### src/rtl/peripheral_io_arbiter.sv
// Shares one IO request port between two masters: round-robin grant, one
// outstanding transaction, response routed to the owner, timeout recovery.
module peripheral_io_arbiter #(
    parameter int P_TIMEOUT = 256
) (
    input  logic        iCLOCK,
    input  logic        iRESET_SYNC,
    input  logic        iM0_REQ,
    output logic        oM0_BUSY,
    input  logic [1:0]  iM0_ORDER,
    input  logic        iM0_RW,
    input  logic [31:0] iM0_ADDR,
    input  logic [31:0] iM0_DATA,
    output logic        oM0_VALID,
    input  logic        iM0_BUSY,
    output logic [31:0] oM0_DATA,
    input  logic        iM1_REQ,
    output logic        oM1_BUSY,
    input  logic [1:0]  iM1_ORDER,
    input  logic        iM1_RW,
    input  logic [31:0] iM1_ADDR,
    input  logic [31:0] iM1_DATA,
    output logic        oM1_VALID,
    input  logic        iM1_BUSY,
    output logic [31:0] oM1_DATA,
    output logic        oIO_REQ,
    input  logic        iIO_BUSY,
    output logic [1:0]  oIO_ORDER,
    output logic        oIO_RW,
    output logic [31:0] oIO_ADDR,
    output logic [31:0] oIO_DATA,
    input  logic        iIO_VALID,
    output logic        oIO_BUSY,
    input  logic [31:0] iIO_DATA,
    output logic        oOWNER,
    output logic        oTIMEOUT,
    output logic [1:0]  oDEBUG_STATE
);
    localparam int CW = $clog2(P_TIMEOUT);
    localparam logic [CW-1:0] CNT_LAST = CW'(P_TIMEOUT - 1);

    typedef enum logic [1:0] {S_IDLE, S_ISSUE, S_WAIT, S_RETURN} state_t;

    // Handshake: a master transfer happens on REQ && !BUSY, the controller takes
    // a request on oIO_REQ && !iIO_BUSY, and a response moves on VALID && !BUSY.
    state_t        state, state_nx;
    logic          owner, last_grant;
    logic [1:0]    lat_order;
    logic          lat_rw;
    logic [31:0]   lat_addr, lat_data, resp_data;
    logic [CW-1:0] count;
    logic          timeout_q;

    logic winner, accept, owner_busy, timeout_hit;

    // On a tie the master that did not win last time gets the grant.
    assign winner      = (iM0_REQ && iM1_REQ) ? ~last_grant : iM1_REQ;
    assign accept      = (state == S_IDLE) && (winner ? iM1_REQ : iM0_REQ);
    assign owner_busy  = owner ? iM1_BUSY : iM0_BUSY;
    assign timeout_hit = (state == S_WAIT) && !iIO_VALID && (count == CNT_LAST);

    always_ff @(posedge iCLOCK) begin
        if (iRESET_SYNC) state <= S_IDLE;
        else             state <= state_nx;
    end

    always_comb begin
        state_nx  = state;
        oM0_BUSY  = 1'b1;
        oM1_BUSY  = 1'b1;
        oIO_REQ   = 1'b0;
        oIO_BUSY  = 1'b0;
        oM0_VALID = 1'b0;
        oM1_VALID = 1'b0;
        oM0_DATA  = 32'h0;
        oM1_DATA  = 32'h0;
        case (state)
            S_IDLE: begin
                oM0_BUSY = winner;
                oM1_BUSY = ~winner;
                if (accept) state_nx = S_ISSUE;
            end
            S_ISSUE: begin
                oIO_REQ = 1'b1;
                if (!iIO_BUSY) state_nx = S_WAIT;
            end
            S_WAIT: begin
                if (iIO_VALID || timeout_hit) state_nx = S_RETURN;
            end
            S_RETURN: begin
                oIO_BUSY = 1'b1;
                if (owner) begin
                    oM1_VALID = 1'b1;
                    oM1_DATA  = resp_data;
                end else begin
                    oM0_VALID = 1'b1;
                    oM0_DATA  = resp_data;
                end
                if (!owner_busy) state_nx = S_IDLE;
            end
            default: state_nx = S_IDLE;
        endcase
    end

    always_ff @(posedge iCLOCK) begin
        if (iRESET_SYNC) begin
            owner      <= 1'b0;
            last_grant <= 1'b1;
            lat_order  <= 2'b0;
            lat_rw     <= 1'b0;
            lat_addr   <= 32'h0;
            lat_data   <= 32'h0;
            resp_data  <= 32'h0;
            count      <= '0;
            timeout_q  <= 1'b0;
        end else begin
            timeout_q <= timeout_hit;
            if (accept) begin
                owner      <= winner;
                last_grant <= winner;
                lat_order  <= winner ? iM1_ORDER : iM0_ORDER;
                lat_rw     <= winner ? iM1_RW    : iM0_RW;
                lat_addr   <= winner ? iM1_ADDR  : iM0_ADDR;
                lat_data   <= winner ? iM1_DATA  : iM0_DATA;
            end
            if (state == S_ISSUE && !iIO_BUSY)
                count <= '0;
            else if (state == S_WAIT && !iIO_VALID && !timeout_hit)
                count <= count + CW'(1);
            // A response landing on the timeout cycle still wins over the error value.
            if (state == S_WAIT) begin
                if (iIO_VALID)        resp_data <= iIO_DATA;
                else if (timeout_hit) resp_data <= 32'hFFFF_FFFF;
            end
        end
    end

    assign oIO_ORDER    = lat_order;
    assign oIO_RW       = lat_rw;
    assign oIO_ADDR     = lat_addr;
    assign oIO_DATA     = lat_data;
    assign oOWNER       = owner;
    assign oTIMEOUT     = timeout_q;
    assign oDEBUG_STATE = state;

endmodule
### config.mk
export PLATFORM = sky130hd
export DESIGN_NAME = peripheral_io_arbiter
export DESIGN_NICKNAME = d
export VERILOG_FILES = /design/src/rtl/peripheral_io_arbiter.sv
export SDC_FILE = /design/constraint.sdc
export NUM_CORES = 1
export LEC_CHECK = 0
export ABC_AREA = 1
export CAP_MARGIN = 20
export CORE_AREA = 2 2 121 123
export CTS_BUF_LIST = sky130_fd_sc_hd__clkbuf_16
export DETAILED_ROUTE_END_ITERATION = 8
export DIE_AREA = 0 0 123 125
export MAX_ROUTING_LAYER = met4
export PLACE_DENSITY = 0.81
export SKIP_CTS_REPAIR_TIMING = 1
export SLEW_MARGIN = 10
export SYNTH_ARGS = -nofsm -noshare
export SYNTH_HDL_FRONTEND = slang
export SYNTH_SLANG_ARGS = --single-unit
### constraint.sdc
create_clock -name iCLOCK -period 3.3 [get_ports iCLOCK]
set_clock_uncertainty 0.1 [all_clocks]
set_input_delay 0.66 -clock iCLOCK [delete_from_list [all_inputs] [get_ports iCLOCK]]
set_output_delay 0.66 -clock iCLOCK [all_outputs]
set_load 0.01 [all_outputs]
Yosys cells after proc, flatten, opt, wreduce, memory -nomap -nowiden. Index checks and enable logic that the tools add are counted.

Eq/ne operators: 8. Bitwise operators: 2. Mux-type cells: 26. Add/sub/neg operators: 1. Reductions and logical operators: 15.

Operators by type and width (count): 2-to-1 mux 32 bit (8); 2-to-1 mux 1 bit (12); 2-to-1 mux 2 bit (5); adder 8 x 1 -> 8 bit, second input constant (1); == test 8 bit, second input constant (1); != test 2 bit, second input constant (4); one-hot mux 2 bit (4 select lines) (1); logical AND 1 bit (6); == test 2 bit, second input constant (2); AND reduction 4 bit (1); zero test 1 bit (3); == test 2 x 1 -> 1 bit, second input constant (1); zero test 2 bit (1); inverter 1 bit (2); AND reduction 2 bit (1); nonzero test 2 bit (1); OR reduction 2 bit (1); logical OR 1 bit (1).

Register bits: 112. Logic and storage cells: 62. Output and inout port bits: 141. Bits of input ports: 174.

Logic depth before layout (Yosys ltp). Gate-level depths: netlist (run 1).

Depth after elaboration: 6. Depth in mapped cells: 9. Mapped depth without buffers: 9.

Least setup slack after synthesis (run 1). OpenSTA, ideal clock, no wires.

Path kind: reg-to-output. From: register state[0] (netlist: oDEBUG_STATE[0]). To: output port oM1_DATA[10]. Buffers on the path: 1. Required time: 2540 ps. Setup slack: 1317 ps. Data arrival time: 1223 ps. Stages on the path, launching flop included: 5. Cells stage by stage: dfxtp_1 ha_1 nand2_1 clkbuf_1 nor2_1.

Word-level cells in the longest chain between the ends: 2.

Ends and longest elaborated chain: start: declaration (RTL line 46) `state_t state, state_nx;`; start signal: assignment (RTL line 64) `else state <= state_nx;`; == test 2 bit (RTL line 77) `case (state)`; 2-to-1 mux 32 bit (RTL line 77); end: declaration (RTL line 25) `output logic [31:0] oM1_DATA,`.

No other way between the ends.

Final worst setup path (run 1).
From: register state[1] (netlist: oDEBUG_STATE[1]). To: output port oM1_DATA[1].

The elaborated chain is that of the path after synthesis.

==> results of run 1 <==
## per-layer routing
layer | GRT usage (%) | share of wire (%) | wire length, um | vias up
li1 | - | - | - | 3087
met1 | 26.8 | 41 | 7160 | 2610
met2 | 37.7 | 48 | 8310 | 256
met3 | 4.79 | 8.1 | 1410 | 30
met4 | 9.22 | 3.2 | 550 | 0
met5 | - | 0 | 0 | -
## tightest hold or removal path, delay by kind of cell (launching register included)
family        cells  cell delay [ns]
simple gates      2             0.13
flops             1             0.33
## power breakdown
group	leakage (nW)	switching (mW)	total [mW]	internal (mW)
Clock	0.144	0.491	1.07	0.576
Sequential	0.923	0.173	1.91	1.74
Combinational	2.73	1.20	2.35	1.15
Total	3.80	1.86	5.33	3.46
## through the flow
step | worst slack, ns | instance area [um^2] | power, mW
6_report | 0.470 | 8870 | 5.33
5_1_grt | 0.297 | 8870 | 5.66
4_1_cts | 0.433 | 8870 | 5.36
3_5_place_dp | 0.505 | 8590 | 4.29
3_3_place_gp | 0.534 | 8590 | 4.25
2_1_floorplan | 1.32 | 5370 | 3.09
## sequential cells by signal, summed over array words and instances (netlist names)
| register | count |
|---|---|
| count | 8 |
| last_grant | 1 |
| oDEBUG_STATE | 2 |
| oIO_ADDR | 32 |
| oIO_DATA | 32 |
| oIO_ORDER | 2 |
| oIO_RW | 1 |
| oOWNER | 1 |
| oTIMEOUT | 1 |
| resp_data | 32 |
## layout make-up
class	count	share of cell area, %
Timing Repair Buffer	327	36.8
Multi-Input combinational cell	546	28.6
Sequential cell	112	25.3
Inverter	83	3.53
Tap cell	184	2.60
Clock buffer	9	2.54
Clock inverter	6	0.593
## cells in the mapped netlist (all sizes together)
master and number:
a21oi 10, nand4 1, nor4 1, inv 83, buf 29, nand3 41, o21ai 70, ha 6
dfxtp 112, clkbuf 25, nand2 206, xor2 1, a31oi 67, xnor2 2, nor2 141
## cells by family after synthesis
group	share of synthesized area (%)
compound gates	15.3
xor+xnor	0.490
fa+ha+maj	1.40
buf+inv	10.9
flops	41.8
simple gates	30.1
## worst max-delay path by stage
| stage | from | to | slack [ns] |
|---|---|---|---|
| global route | oDEBUG_STATE[1] | oM1_DATA[1] | 0.30 |
| floorplan | oDEBUG_STATE[0] | oM1_DATA[10] | 1.32 |
| global placement | iM0_REQ | oM1_BUSY | 0.53 |
| finish | oDEBUG_STATE[1] | oM1_DATA[1] | 0.47 |
| CTS | oDEBUG_STATE[1] | oM1_DATA[1] | 0.43 |
| detailed placement | iM0_REQ | oM1_BUSY | 0.51 |
==> flow_metrics.tcl, run 1 <==
set metrics [dict create \
    p_per_area_nw_per_um2 601 \
    max_stage_delay_ns 0.55 \
    cp.arrival_ns 2.07 \
    grt_pass1_wl_um 27000 \
    grt_pass1_vias 5405 \
    core_area_um2 14200 \
    drc 0 \
    rr_worst_depth 7 \
    hpwl_um 12800 \
    rsz0062_at_grt "no" \
    drtAntennaViolNets 0 \
    fin_crit_sh_pct 85.8 \
    min_to "last_grant" \
    hold-path-cell-count 2 \
    numCtsBuffers 9 \
    track_usage_pct 22.8 \
    cp_num_cells 5 \
    cts.sinks 112 \
    initial_core_util_pct 37.8 \
    root_buffer "clkbuf_16" \
    syn2layout_area_growth_pct 65.3 \
    port_buffers 314 \
    wl_per_cell_um 13.8 \
    setup_viol 0 \
    slew_viol_final 0 \
    cp.buffers_inverters 2 \
    ys_seq_area_share_pct 41.8 \
    final_common_cell "clkdlybuf4s50_1" \
    holdWs_ns 0.380 \
    hold_viol_final 0 \
    vdd.ir_drop.worst_mv 0.334 \
    place_inst 1252 \
    synth_top_area_share_pct 41.8 \
    rows 44 \
    num_vias 5983 \
    dieWidth_um 123 \
    drt_pass1_iterations 4 \
    chipHeight_um 125 \
    synth_area_um2 5370 \
    crit-reg2reg-launch "oDEBUG_STATE[1]" \
    diodes 0 \
    ys_ff_latch 112 \
    place.gp.congestion 0.879 \
    cts_tree "done" \
    p_leak_nw 3.80 \
    viasPerCell 4.72 \
    postSynthCellCount 795 \
    rrSetupSlack_ns 1.22 \
    synth_nets 975 \
    antenna_found_initial 0 \
    path_class "reg2out" \
    ys_types 26 \
    most-common-layout-cells "clkdlybuf4s50_1 (314), nand2_1 (201), nor2_1 (138)" \
    fin_util_pct 62.4 \
    clkLatencyLatePin_ns 0.35 \
    cp_max_fo 33 \
    min_from "last_grant" \
    hold_path.class "reg2reg" \
    pin_count 315 \
    first_iter_violations 356 \
    start_kind "flip-flop" \
    outcome "finished clean" \
    cts_buffer_depth 2 \
    slew_headroom_pct 51.9 \
    synth_area_leader_cell "dfxtp_1" \
    ys_warn_count 0 \
    crit_chain "ha_1 -> nand2_1 -> buf_4 -> nor2_1 -> clkdlybuf4s50_1" \
    worst_pin_slew_ns 0.722 \
    path_clk_slew_ns 0.07 \
    die_area_um2 15400 \
    wl_um 17400 \
    max_clock_freq_ghz 0.353 \
    cp_top_family "buffers and inverters" \
    final-seq-area_um2 2240 \
    netlist_top_cells_area "dfxtp_1 (42%), nand2_1 (14%), nor2_1 (9.7%), a31oi_1 (7.8%), o21ai_0 (6.4%)" \
    finalSetupTns_ns 0 \
    synth.avg_cell_area_um2 6.75 \
    drive_above_1_share_pct 4.62 \
    reg2reg_to "oIO_DATA[31]" \
    fin_crit_ns 2.83 \
    crit_path_end_kind "primary output" \
    multi_input_area_um2 2540 \
    nets 1259 \
    cpMaxStageDelayCell "clkdlybuf4s50_1" \
    max_cap_violations 0 \
    fin_cells 1267 \
    fillers 1313 \
    grt_max_degree 71 \
    h-tree-depth 3 \
    crit_required_ns 2.54 \
    grt_overflow 0 \
]
(Power assumes the default switching activity.)
==> inputs of run 2 (changes only) <==
--- a/config.mk
+++ b/config.mk
@@ -7,12 +7,14 @@
 export LEC_CHECK = 0
 export ABC_AREA = 1
 export CAP_MARGIN = 20
-export CORE_AREA = 2 2 121 123
+export CORE_ASPECT_RATIO = 0.8
+export CORE_MARGIN = 4
+export CORE_UTILIZATION = 41
 export CTS_BUF_LIST = sky130_fd_sc_hd__clkbuf_16
 export DETAILED_ROUTE_END_ITERATION = 8
-export DIE_AREA = 0 0 123 125
 export MAX_ROUTING_LAYER = met4
-export PLACE_DENSITY = 0.81
+export PLACE_DENSITY_LB_ADDON = 0.12
+export RECOVER_POWER = 25
 export SKIP_CTS_REPAIR_TIMING = 1
 export SLEW_MARGIN = 10
 export SYNTH_ARGS = -nofsm -noshare
==> run 2 against run 1 <==
  * The flow now finishes with violations (max-capacitance violations, max-slew violations)
  * Utilization grew 7.0 points
  * Clock power grew 17%
  * Wire length grew 3.0%
  * Sequential power is essentially flat
  * Sequential cell count is the same
  * Via count shrank 0.70%
  * Global-route usage grew 0.31 points
  * Design area grew 0.44%
  * Critical path depth is the same
  * Clock-buffer cell count is the same
  * Sequential share of layout area shrank 0.11 points
  * Combinational power shrank 4%
  * Largest power group unchanged
==> flow_metrics.tcl, run 2 (synthesized netlist as in run 1, its figures left out) <==
set metrics [dict create \
    outcome "complete, but fails checks" \
    violations "max-capacitance violations, max-slew violations" \
    path_clk_slew_ns 0.07 \
    chipHeight_um 110 \
    dieWidth_um 136 \
    final-seq-area_um2 2240 \
    max_cap_violations 1 \
    h-tree-depth 3 \
    drt_pass1_iterations 5 \
    worst_pin_slew_ns 1.64 \
    grt_overflow 0 \
    cts_buffer_depth 2 \
    fin_util_pct 69.4 \
    track_usage_pct 23.1 \
    drtAntennaViolNets 0 \
    multi_input_area_um2 2540 \
    numCtsBuffers 9 \
    core_area_um2 12800 \
    rsz0062_at_grt "no" \
    fin_crit_sh_pct 85.3 \
    wl_per_cell_um 14.3 \
    initial_core_util_pct 41.8 \
    fin_crit_ns 2.81 \
    setup_viol 0 \
    max_clock_freq_ghz 0.355 \
    finalSetupTns_ns 0 \
    layout_setup_ws_ns 0.485 \
    final_common_cell "clkdlybuf4s50_1" \
    fillers 1109 \
    viasPerCell 4.73 \
    drive_above_1_share_pct 4.35 \
    wl_um 17900 \
    crit_required_ns 2.54 \
    power_mw 5.42 \
    clkLatencyLatePin_ns 0.35 \
    syn2layout_area_growth_pct 66.0 \
    cp_max_fo 33 \
    hold_path.class "reg2reg" \
    grt_pass1_wl_um 26500 \
    hpwl_um 13200 \
    hold_viol_final 0 \
    p_per_area_nw_per_um2 609 \
    cts.sinks 112 \
    antenna_found_initial 0 \
    die_area_um2 15000 \
    p_leak_nw 3.89 \
    root_buffer "clkbuf_16" \
    slew_viol_final 36 \
    crit_path_end_kind "primary output" \
    path_class "reg2out" \
    nets 1256 \
    rows 37 \
    place_area_um2 8570 \
    most-common-layout-cells "clkdlybuf4s50_1 (276), nand2_1 (201), nor2_1 (138)" \
    place.gp.congestion 0.868 \
    grt_max_degree 71 \
    num_vias 5941 \
    start_kind "flip-flop" \
    diodes 0 \
    vdd.ir_drop.worst_mv 0.332 \
    cts_tree "done" \
    first_iter_violations 398 \
    pin_count 315 \
    drc 0 \
    port_buffers 314 \
    final_area_um2 8900 \
    grt_pass1_vias 5174 \
    post-place-ws_ns 0.514 \
    cp.arrival_ns 2.05 \
    slew_headroom_pct -9.66 \
]
==> run 2: changes by cell type in the layout (fill, tap and decap cells not counted), sizes merged <==
| cell | delta |
|---|---|
| inv | -1 |
| dlygate4sd3 | +38 |
| clkdlybuf4s50 | -38 |
| clkinv | -1 |
| clkbuf | +2 |
| bufinv | +2 |
| buf | -5 |
| clkinvlp | +1 |
==> run 2: area by class of cell <==
class | count | share of cell area [%]
Multi-Input combinational cell | 546 | 28.5
Tap cell | 175 | 2.46
Sequential cell | 112 | 25.2
Inverter | 83 | 3.51
Clock inverter | 7 | 1.33
Timing Repair Buffer | 324 | 36.5
Clock buffer | 9 | 2.53
==> run 2: report_power, final <==
group	switching [mW]	internal, mW
Sequential	0.169	1.74
Combinational	1.18	1.08
Clock	0.509	0.744
==> run 2: path summary, 6_finish.rpt <==
kind                    from           end  slack [ns]  depth (start not counted)
min reg2reg       last_grant    last_grant        0.38                          2
max reg2reg  oDEBUG_STATE[1]        oIO_RW        1.04                          7
min               last_grant    last_grant        0.38                          2
max          oDEBUG_STATE[1]  oM1_DATA[27]        0.49                          5
==> run 2: critical path, stage by stage (launching register included) <==
cell and delay [ns]:
dfxtp_1 0.43, ha_1 0.25, nand2_1 0.07, buf_4 0.24, nor2_1 0.13, clkdlybuf4s50_1 0.58
==> run 2: through the flow <==
step / hold slack [ns] / std cells
floorplan: 0.344 / 795
global placement: 0.374 / 1240
detailed placement: 0.364 / 1240
CTS: 0.381 / 1256
global route: 0.412 / 1256
finish: 0.377 / 1256
==> run 2: per-layer routing <==
metal / wire length, um / global-route usage, % / up-vias / share of wire (%)
li1: - / - / 3087 / -
met1: 7170 / 26.1 / 2639 / 40
met2: 9060 / 40.4 / 193 / 50
met3: 1450 / 6.90 / 22 / 8.1
met4: 276 / 6.26 / 0 / 1.5
met5: 0 / - / - / 0
